===== config.mk =====
export PLATFORM = sky130hd
export DESIGN_NAME = muldiv_unit_flat
export DESIGN_NICKNAME = d
export VERILOG_FILES = /design/src/rtl/muldiv_pkg.sv /design/src/rtl/muldiv_if.sv /design/src/rtl/nonrestoring_div_step.sv /design/src/rtl/muldiv_unit.sv /design/src/flat_wrapper.sv
export SDC_FILE = /design/constraint.sdc
export NUM_CORES = 1
export LEC_CHECK = 0
export BUFFER_PORTS_ARGS = -buffer_cell sky130_fd_sc_hd__buf_2
export CAP_MARGIN = 25
export CORE_UTILIZATION = 55
export CTS_BUF_LIST = sky130_fd_sc_hd__clkbuf_2 sky130_fd_sc_hd__clkbuf_4 sky130_fd_sc_hd__clkbuf_8
export DETAILED_ROUTE_END_ITERATION = 8
export HOLD_SLACK_MARGIN = 0.03
export PLACE_DENSITY = 0.71
export SYNTH_ARGS = -nofsm -noshare
export SYNTH_HDL_FRONTEND = slang
export SYNTH_SLANG_ARGS = --single-unit

===== constraint.sdc =====
create_clock -name clock -period 10.3 [get_ports clock]
set_clock_uncertainty 0.15 [all_clocks]
set_input_delay 0 -clock clock [delete_from_list [all_inputs] [get_ports clock]]
set_output_delay 0 -clock clock [all_outputs]
set_load 0.03 [all_outputs]

===== src/rtl/muldiv_pkg.sv =====
// Shared types and constants for the multi-cycle signed multiply/divide unit.
// MULDIV_FAST_MUL_EN selects radix-4 Booth multiplication (16 iterations).
package muldiv_pkg;

    typedef enum logic [2:0] {
        StIdle,
        StMulIter,
        StDivIter,
        StFixup,
        StDone
    } state_e;

    localparam logic OP_MUL = 1'b0;
    localparam logic OP_DIV = 1'b1;

    localparam int unsigned XLEN = 32;

`ifdef MULDIV_FAST_MUL_EN
    localparam int unsigned MUL_ITERS = XLEN / 2;
`else
    localparam int unsigned MUL_ITERS = XLEN;
`endif
    localparam int unsigned DIV_ITERS = XLEN;

    // Cycles from the accepting edge to the cycle in which done is high.
    localparam int unsigned MUL_LATENCY  = MUL_ITERS + 1;
    localparam int unsigned DIV_LATENCY  = DIV_ITERS + 2;
    localparam int unsigned DIVZ_LATENCY = 1;

endpackage


===== src/rtl/muldiv_if.sv =====
// Control/bus-side handshake and result signals of the multiply/divide unit.
interface muldiv_if #(
    parameter int unsigned WIDTH = 32
);
    logic             start;
    logic             op;
    logic [WIDTH-1:0] operand_a;
    logic [WIDTH-1:0] operand_b;
    logic             busy;
    logic             done;
    logic             div_by_zero;
    logic [WIDTH-1:0] z_hi;
    logic [WIDTH-1:0] z_lo;

    modport master (
        output start, op, operand_a, operand_b,
        input  busy, done, div_by_zero, z_hi, z_lo
    );

    modport slave (
        input  start, op, operand_a, operand_b,
        output busy, done, div_by_zero, z_hi, z_lo
    );
endinterface


===== src/rtl/nonrestoring_div_step.sv =====
// One non-restoring division iteration on magnitudes; purely combinational.
module nonrestoring_div_step #(
    parameter int unsigned WIDTH = 32
) (
    input  logic [WIDTH+1:0] rem_i,
    input  logic             quo_msb_i,
    input  logic [WIDTH-1:0] div_i,
    output logic [WIDTH+1:0] rem_o,
    output logic             quo_bit_o
);
    logic [WIDTH+1:0] shifted;
    logic [WIDTH+1:0] dvsr;

    always_comb begin
        shifted   = {rem_i[WIDTH:0], quo_msb_i};
        dvsr      = {2'b00, div_i};
        // Negative partial remainder adds the divisor back instead of restoring.
        rem_o     = rem_i[WIDTH+1] ? (shifted + dvsr) : (shifted - dvsr);
        quo_bit_o = ~rem_o[WIDTH+1];
    end
endmodule


===== src/rtl/muldiv_unit.sv =====
// Multi-cycle signed multiply (Booth) / divide (non-restoring) unit driving Z_HI/Z_LO.
// MULDIV_FAST_MUL_EN selects radix-4 Booth recoding for MUL.
module muldiv_unit
    import muldiv_pkg::*;
#(
    parameter int unsigned WIDTH = 32
) (
    input logic     clock,
    input logic     reset,
    muldiv_if.slave bus
);
    localparam int unsigned AW = WIDTH + 2;
    localparam int unsigned PW = AW + WIDTH + 1;
    localparam int unsigned RW = WIDTH + 2;
    localparam int unsigned CW = $clog2(WIDTH);
`ifdef MULDIV_FAST_MUL_EN
    localparam int unsigned MulIters = WIDTH / 2;
`else
    localparam int unsigned MulIters = WIDTH;
`endif
    localparam logic [CW-1:0] MulLast = CW'(MulIters - 1);
    localparam logic [CW-1:0] DivLast = CW'(WIDTH - 1);

    state_e           state_q, state_d;
    logic [CW-1:0]    cnt_q, cnt_d;
    logic [WIDTH-1:0] opnd_q, opnd_d;
    logic [PW-1:0]    prod_q, prod_d;
    logic [RW-1:0]    rem_q, rem_d;
    logic [WIDTH-1:0] quo_q, quo_d;
    logic             sign_a_q, sign_a_d;
    logic             sign_b_q, sign_b_d;
    logic [WIDTH-1:0] z_hi_q, z_hi_d;
    logic [WIDTH-1:0] z_lo_q, z_lo_d;
    logic             dbz_q, dbz_d;

    logic [AW-1:0]    mc_ext;
    logic [AW-1:0]    acc;
    logic [AW-1:0]    acc_sum;
    logic [PW-1:0]    prod_step;
    logic [RW-1:0]    step_rem;
    logic             step_qbit;
    logic [WIDTH-1:0] abs_a;
    logic [WIDTH-1:0] abs_b;
    logic [WIDTH-1:0] rem_mag;
    logic [WIDTH-1:0] quo_res;
    logic [WIDTH-1:0] rem_res;

    // Booth product register: {accumulator, multiplier, booth bit}.
    always_comb begin
        mc_ext = {{2{opnd_q[WIDTH-1]}}, opnd_q};
        acc    = prod_q[PW-1 -: AW];
`ifdef MULDIV_FAST_MUL_EN
        case (prod_q[2:0])
            3'b001, 3'b010: acc_sum = acc + mc_ext;
            3'b011:         acc_sum = acc + (mc_ext << 1);
            3'b100:         acc_sum = acc - (mc_ext << 1);
            3'b101, 3'b110: acc_sum = acc - mc_ext;
            default:        acc_sum = acc;
        endcase
        prod_step = $signed({acc_sum, prod_q[PW-AW-1:0]}) >>> 2;
`else
        case (prod_q[1:0])
            2'b01:   acc_sum = acc + mc_ext;
            2'b10:   acc_sum = acc - mc_ext;
            default: acc_sum = acc;
        endcase
        prod_step = $signed({acc_sum, prod_q[PW-AW-1:0]}) >>> 1;
`endif
    end

    nonrestoring_div_step #(
        .WIDTH(WIDTH)
    ) u_div_step (
        .rem_i    (rem_q),
        .quo_msb_i(quo_q[WIDTH-1]),
        .div_i    (opnd_q),
        .rem_o    (step_rem),
        .quo_bit_o(step_qbit)
    );

    always_comb begin
        abs_a   = bus.operand_a[WIDTH-1] ? -bus.operand_a : bus.operand_a;
        abs_b   = bus.operand_b[WIDTH-1] ? -bus.operand_b : bus.operand_b;
        rem_mag = rem_q[RW-1] ? (rem_q[WIDTH-1:0] + opnd_q) : rem_q[WIDTH-1:0];
        quo_res = (sign_a_q ^ sign_b_q) ? -quo_q : quo_q;
        rem_res = sign_a_q ? -rem_mag : rem_mag;
    end

    always_comb begin
        state_d  = state_q;
        cnt_d    = cnt_q;
        opnd_d   = opnd_q;
        prod_d   = prod_q;
        rem_d    = rem_q;
        quo_d    = quo_q;
        sign_a_d = sign_a_q;
        sign_b_d = sign_b_q;
        z_hi_d   = z_hi_q;
        z_lo_d   = z_lo_q;
        dbz_d    = dbz_q;

        unique case (state_q)
            StIdle: begin
                if (bus.start) begin
                    dbz_d    = 1'b0;
                    sign_a_d = bus.operand_a[WIDTH-1];
                    sign_b_d = bus.operand_b[WIDTH-1];
                    if (bus.op == OP_MUL) begin
                        opnd_d  = bus.operand_a;
                        prod_d  = {{AW{1'b0}}, bus.operand_b, 1'b0};
                        cnt_d   = MulLast;
                        state_d = StMulIter;
                    end else if (bus.operand_b == '0) begin
                        dbz_d   = 1'b1;
                        z_hi_d  = bus.operand_a;
                        z_lo_d  = '1;
                        state_d = StDone;
                    end else begin
                        opnd_d  = abs_b;
                        rem_d   = '0;
                        quo_d   = abs_a;
                        cnt_d   = DivLast;
                        state_d = StDivIter;
                    end
                end
            end
            StMulIter: begin
                prod_d = prod_step;
                cnt_d  = cnt_q - CW'(1);
                if (cnt_q == '0) begin
                    z_hi_d  = prod_step[2*WIDTH:WIDTH+1];
                    z_lo_d  = prod_step[WIDTH:1];
                    state_d = StDone;
                end
            end
            StDivIter: begin
                rem_d = step_rem;
                quo_d = {quo_q[WIDTH-2:0], step_qbit};
                cnt_d = cnt_q - CW'(1);
                if (cnt_q == '0) begin
                    state_d = StFixup;
                end
            end
            StFixup: begin
                z_hi_d  = rem_res;
                z_lo_d  = quo_res;
                state_d = StDone;
            end
            StDone: begin
                state_d = StIdle;
            end
            default: begin
                state_d = StIdle;
            end
        endcase
    end

    always_ff @(posedge clock) begin
        if (reset) begin
            state_q  <= StIdle;
            cnt_q    <= '0;
            opnd_q   <= '0;
            prod_q   <= '0;
            rem_q    <= '0;
            quo_q    <= '0;
            sign_a_q <= 1'b0;
            sign_b_q <= 1'b0;
            z_hi_q   <= '0;
            z_lo_q   <= '0;
            dbz_q    <= 1'b0;
        end else begin
            state_q  <= state_d;
            cnt_q    <= cnt_d;
            opnd_q   <= opnd_d;
            prod_q   <= prod_d;
            rem_q    <= rem_d;
            quo_q    <= quo_d;
            sign_a_q <= sign_a_d;
            sign_b_q <= sign_b_d;
            z_hi_q   <= z_hi_d;
            z_lo_q   <= z_lo_d;
            dbz_q    <= dbz_d;
        end
    end

    assign bus.busy        = (state_q == StMulIter) || (state_q == StDivIter) ||
                             (state_q == StFixup);
    assign bus.done        = (state_q == StDone);
    assign bus.div_by_zero = dbz_q;
    assign bus.z_hi        = z_hi_q;
    assign bus.z_lo        = z_lo_q;
endmodule


===== src/flat_wrapper.sv =====
// flat-port wrapper written by rule: the top's interface ports become plain ports
module muldiv_unit_flat import muldiv_pkg::*;
#(
    parameter int unsigned WIDTH = 32
)
  (clock, reset, bus_start, bus_op, bus_operand_a, bus_operand_b, bus_busy, bus_done, bus_div_by_zero, bus_z_hi, bus_z_lo);
  muldiv_if #(.WIDTH(WIDTH)) bus_i ();
  input logic clock;
  input logic reset;
  input wire logic [$bits(bus_i.start)-1:0] bus_start;
  input wire logic [$bits(bus_i.op)-1:0] bus_op;
  input wire logic [$bits(bus_i.operand_a)-1:0] bus_operand_a;
  input wire logic [$bits(bus_i.operand_b)-1:0] bus_operand_b;
  output wire logic [$bits(bus_i.busy)-1:0] bus_busy;
  output wire logic [$bits(bus_i.done)-1:0] bus_done;
  output wire logic [$bits(bus_i.div_by_zero)-1:0] bus_div_by_zero;
  output wire logic [$bits(bus_i.z_hi)-1:0] bus_z_hi;
  output wire logic [$bits(bus_i.z_lo)-1:0] bus_z_lo;
  assign bus_i.start = bus_start;
  assign bus_i.op = bus_op;
  assign bus_i.operand_a = bus_operand_a;
  assign bus_i.operand_b = bus_operand_b;
  assign bus_busy = bus_i.busy;
  assign bus_done = bus_i.done;
  assign bus_div_by_zero = bus_i.div_by_zero;
  assign bus_z_hi = bus_i.z_hi;
  assign bus_z_lo = bus_i.z_lo;
  muldiv_unit #(.WIDTH(WIDTH)) u_core (.clock(clock), .reset(reset), .bus(bus_i));
endmodule

==> summary.txt <==
Status: finished clean
Clock Tree Root: clkbuf_8
Syn_area_per_cell: 7.33 sq um
First-pass GRT wire length: 105,000 microns
Die Y: 190 microns
Pint: 2.87 mW
Vias in the first global route: 19,200
# Post-CTS Setup Buffers: 0
TritonCTS clock tree: built
Post-synth top area cell: dfxtp_1
Vias after detailed routing: 21,000
Total Nets Final: 2,975
Async S/R FF share, synth: 0%
VDD IR max: 0.000191 V
Placeable Area: 34,700 sq um
CP endpoint kind: flop
Die area: 36,200 sq um
Switch share: 47.8%
Synth unique cells: 92
Combinational Power Share: 57.3%
Fin Setup TNS: 0 ps
TritonCTS Sinks: 239
Final worst slack: 4390 ps
Post-DRT Antenna Nets: 0
Fmax: 169 MHz
Final setup violation count: 0
Max Buffers Root-to-Sink: 3
Initial DRC Count: 2,166
Post-synth top cells: nor2_1 (419), nand2_1 (275), a21oi_1 (243)
Max_cap viols: 0
Worst min path class: in2reg
EDFF count, synth: 0
Worst Path Class, Setup: reg2reg
Initial Util: 56.1%
Port buffer count: 134
CP Data Required Time: 10,710 ps
Post-Place Worst Slack: 4500 ps
Mapped Cells: 2,657
Area fraction of the dominant cell type after synthesis: 24.6%
FP Rows: 68
Area growth syn-to-layout: 14.8%
Cell Count, Final, Fillers Out: 3,290
RSZ-0062 raised after global routing: no
Seq cells post-synth: 239
Startpoint type of the worst setup path: flop
H-tree lvl count: 2
Gr ovfl total: 0
Pins Over Slew Limit: 0
Avg WL per Cell: 20.6 microns
Filler Cell Count: 3,141
Hold Violations, Final: 0
DRT Pass-1 Iters: 5
Worst slew margin: 28.9%
Ratio of cells with drive above 1 in the final layout: 10.4%
Slew @ Worst Pin: 1060 ps
DIE WIDTH: 190 microns
Dominant cells by area after synthesis: dfxtp_1 (25%), nor2_1 (8.1%), ha_1 (6.7%)
Initial antenna violation count: 2
P_leak: 9.00 nW
DP HPWL: 48,700 microns
Post-synthesis sequential area ratio: 24.6%
CTS resizes: 0
Final GP Congestion: 0.974
Skew-Pair Late Insertion Delay: 650 ps
Net switching power: 2.62 mW
Crit path time final: 5910 ps
Top FF cell, synth: dfxtp_1
Max Fanout on Critical Path: 8
Sequential share of power: 23.5%
Pwr dens: 246 nW/um^2
Synth warn: 0
WL final: 67,800 microns
DRC viols: 0
Final worst-path cycle share: 57.4%
Dpl cells: 3,106
Count leader, synth: nor2_1
Io pins: 135
Vias per cell: 6.40
Synth Cell Area: 19,500 sq um
Largest net degree at the start of global routing: 89
Worst-path clk slew: 60 ps
Global-route total usage across every layer: 36.9%
WP data arrival: 6320 ps
Clock power share: 19.2%
Syn Nets: 2,833
Num CTS Buffers: 44
per-layer routing:
layer  part of all wire [%]  vias up  GRT usage [%]  routed length, microns
li1                       -     9998              -                       -
met1                     42     9949           48.3                   28700
met2                     46      912           59.5                   30900
met3                    7.6      187           6.05                    5180
met4                    4.3        2           16.3                    2930
met5                  0.019        -              0                      13
layout make-up:
type	instances	area, sq um	area share, %
Clock inverter	9	110	0.493
Tap cell	455	569	2.55
Inverter	48	180	0.806
Timing Repair Buffer	263	1900	8.48
Multi-Input combinational cell	2203	13900	62.2
Clock buffer	72	897	4.01
Antenna cell	1	2.50	0.0112
Sequential cell	239	4790	21.4
layout by cell type (no fill, tap or decap), types with 105 or more instances in the layout:
cell type / Yosys / layout
xnor2_1: 108 / 108
buf_2: 5 / 133
o21ai_0: 111 / 111
nor2_1: 419 / 417
xor2_1: 124 / 124
dfxtp_1: 239 / 237
a21oi_1: 243 / 243
ha_1: 105 / 105
nand2_1: 275 / 273
power by group through the flow:
stage | combinational (mW) | sequential [mW] | clock (mW)
floorplan | 2.29 | 1.27 | 0
global placement | 2.97 | 1.29 | 0
detailed placement | 3.02 | 1.30 | 0
CTS | 3.09 | 1.28 | 1.07
global route | 3.46 | 1.31 | 1.11
finish | 3.15 | 1.29 | 1.06
state kept, by name (all words and copies together), names as in the netlist:
name	cells
u_core.sign_b_q	1
u_core.quo_q	32
u_core.prod_q	66
u_core.state_q	3
u_core.sign_a_q	1
u_core.rem_q	34
u_core.cnt_q	5
u_core.bus.div_by_zero	1
u_core.opnd_q	32
u_core.bus.z_lo	32
u_core.bus.z_hi	32
critical path, cell delays in order, from the launching register on:
cell      delay [ps]
dfxtp_1          390
inv_1             90
ha_1             210
or3b_2           470
nor3_1           280
and2_1           290
nor2b_1          230
and2b_1          280
nor2b_1          200
nor2_1            70
xnor2_1          140
ha_1             360
and3_1           240
a311o_1          390
a221oi_1         510
o31ai_1          230
a22o_1           260
o41ai_1          320
xor2_1           130
or4_1            410
a31oi_1          150
logic make-up after synthesis:
logic type	Yosys count	synth area share, %
xor+xnor	233	10.5
fa+ha+maj	108	7.05
simple gates	981	22.9
flops	239	24.6
buf+inv	215	4.18
compound gates	853	29.3
mux	28	1.48
through the flow:
| step | hold slack, ps | instance area (sq um) | total power [mW] | utilization [%] |
|---|---|---|---|---|
| final | 59.2 | 22400 | 5.50 | 64.4 |
| after CTS | 37.3 | 22300 | 5.43 | 64.4 |
| after global placement | 145 | 20300 | 4.27 | 58.5 |
| after global routing | 72.5 | 22300 | 5.88 | 64.4 |
| after detailed placement | 156 | 20300 | 4.32 | 58.5 |
| after floorplan | 12.5 | 19500 | 3.56 | - |
worst paths after layout:
path,from,depth (start not counted),slack (ps),end
min reg2reg,u_core.prod_q[42]$_SDFFE_PP0P_,2,330,u_core.prod_q[42]$_SDFFE_PP0P_
max reg2reg,u_core.opnd_q[1]$_SDFFE_PP0P_,20,4390,u_core.prod_q[65]$_SDFFE_PP0P_
max,u_core.opnd_q[1]$_SDFFE_PP0P_,20,4390,u_core.prod_q[65]$_SDFFE_PP0P_
min,bus_operand_b[0],4,60,u_core.prod_q[1]$_SDFFE_PP0P_
timing repair:
action,in CTS,in global routing
hold buffers,101,0
setup endpoints to repair,0,0
endpoints found under the hold margin,160,0
Power figures use the tool's default switching activity.
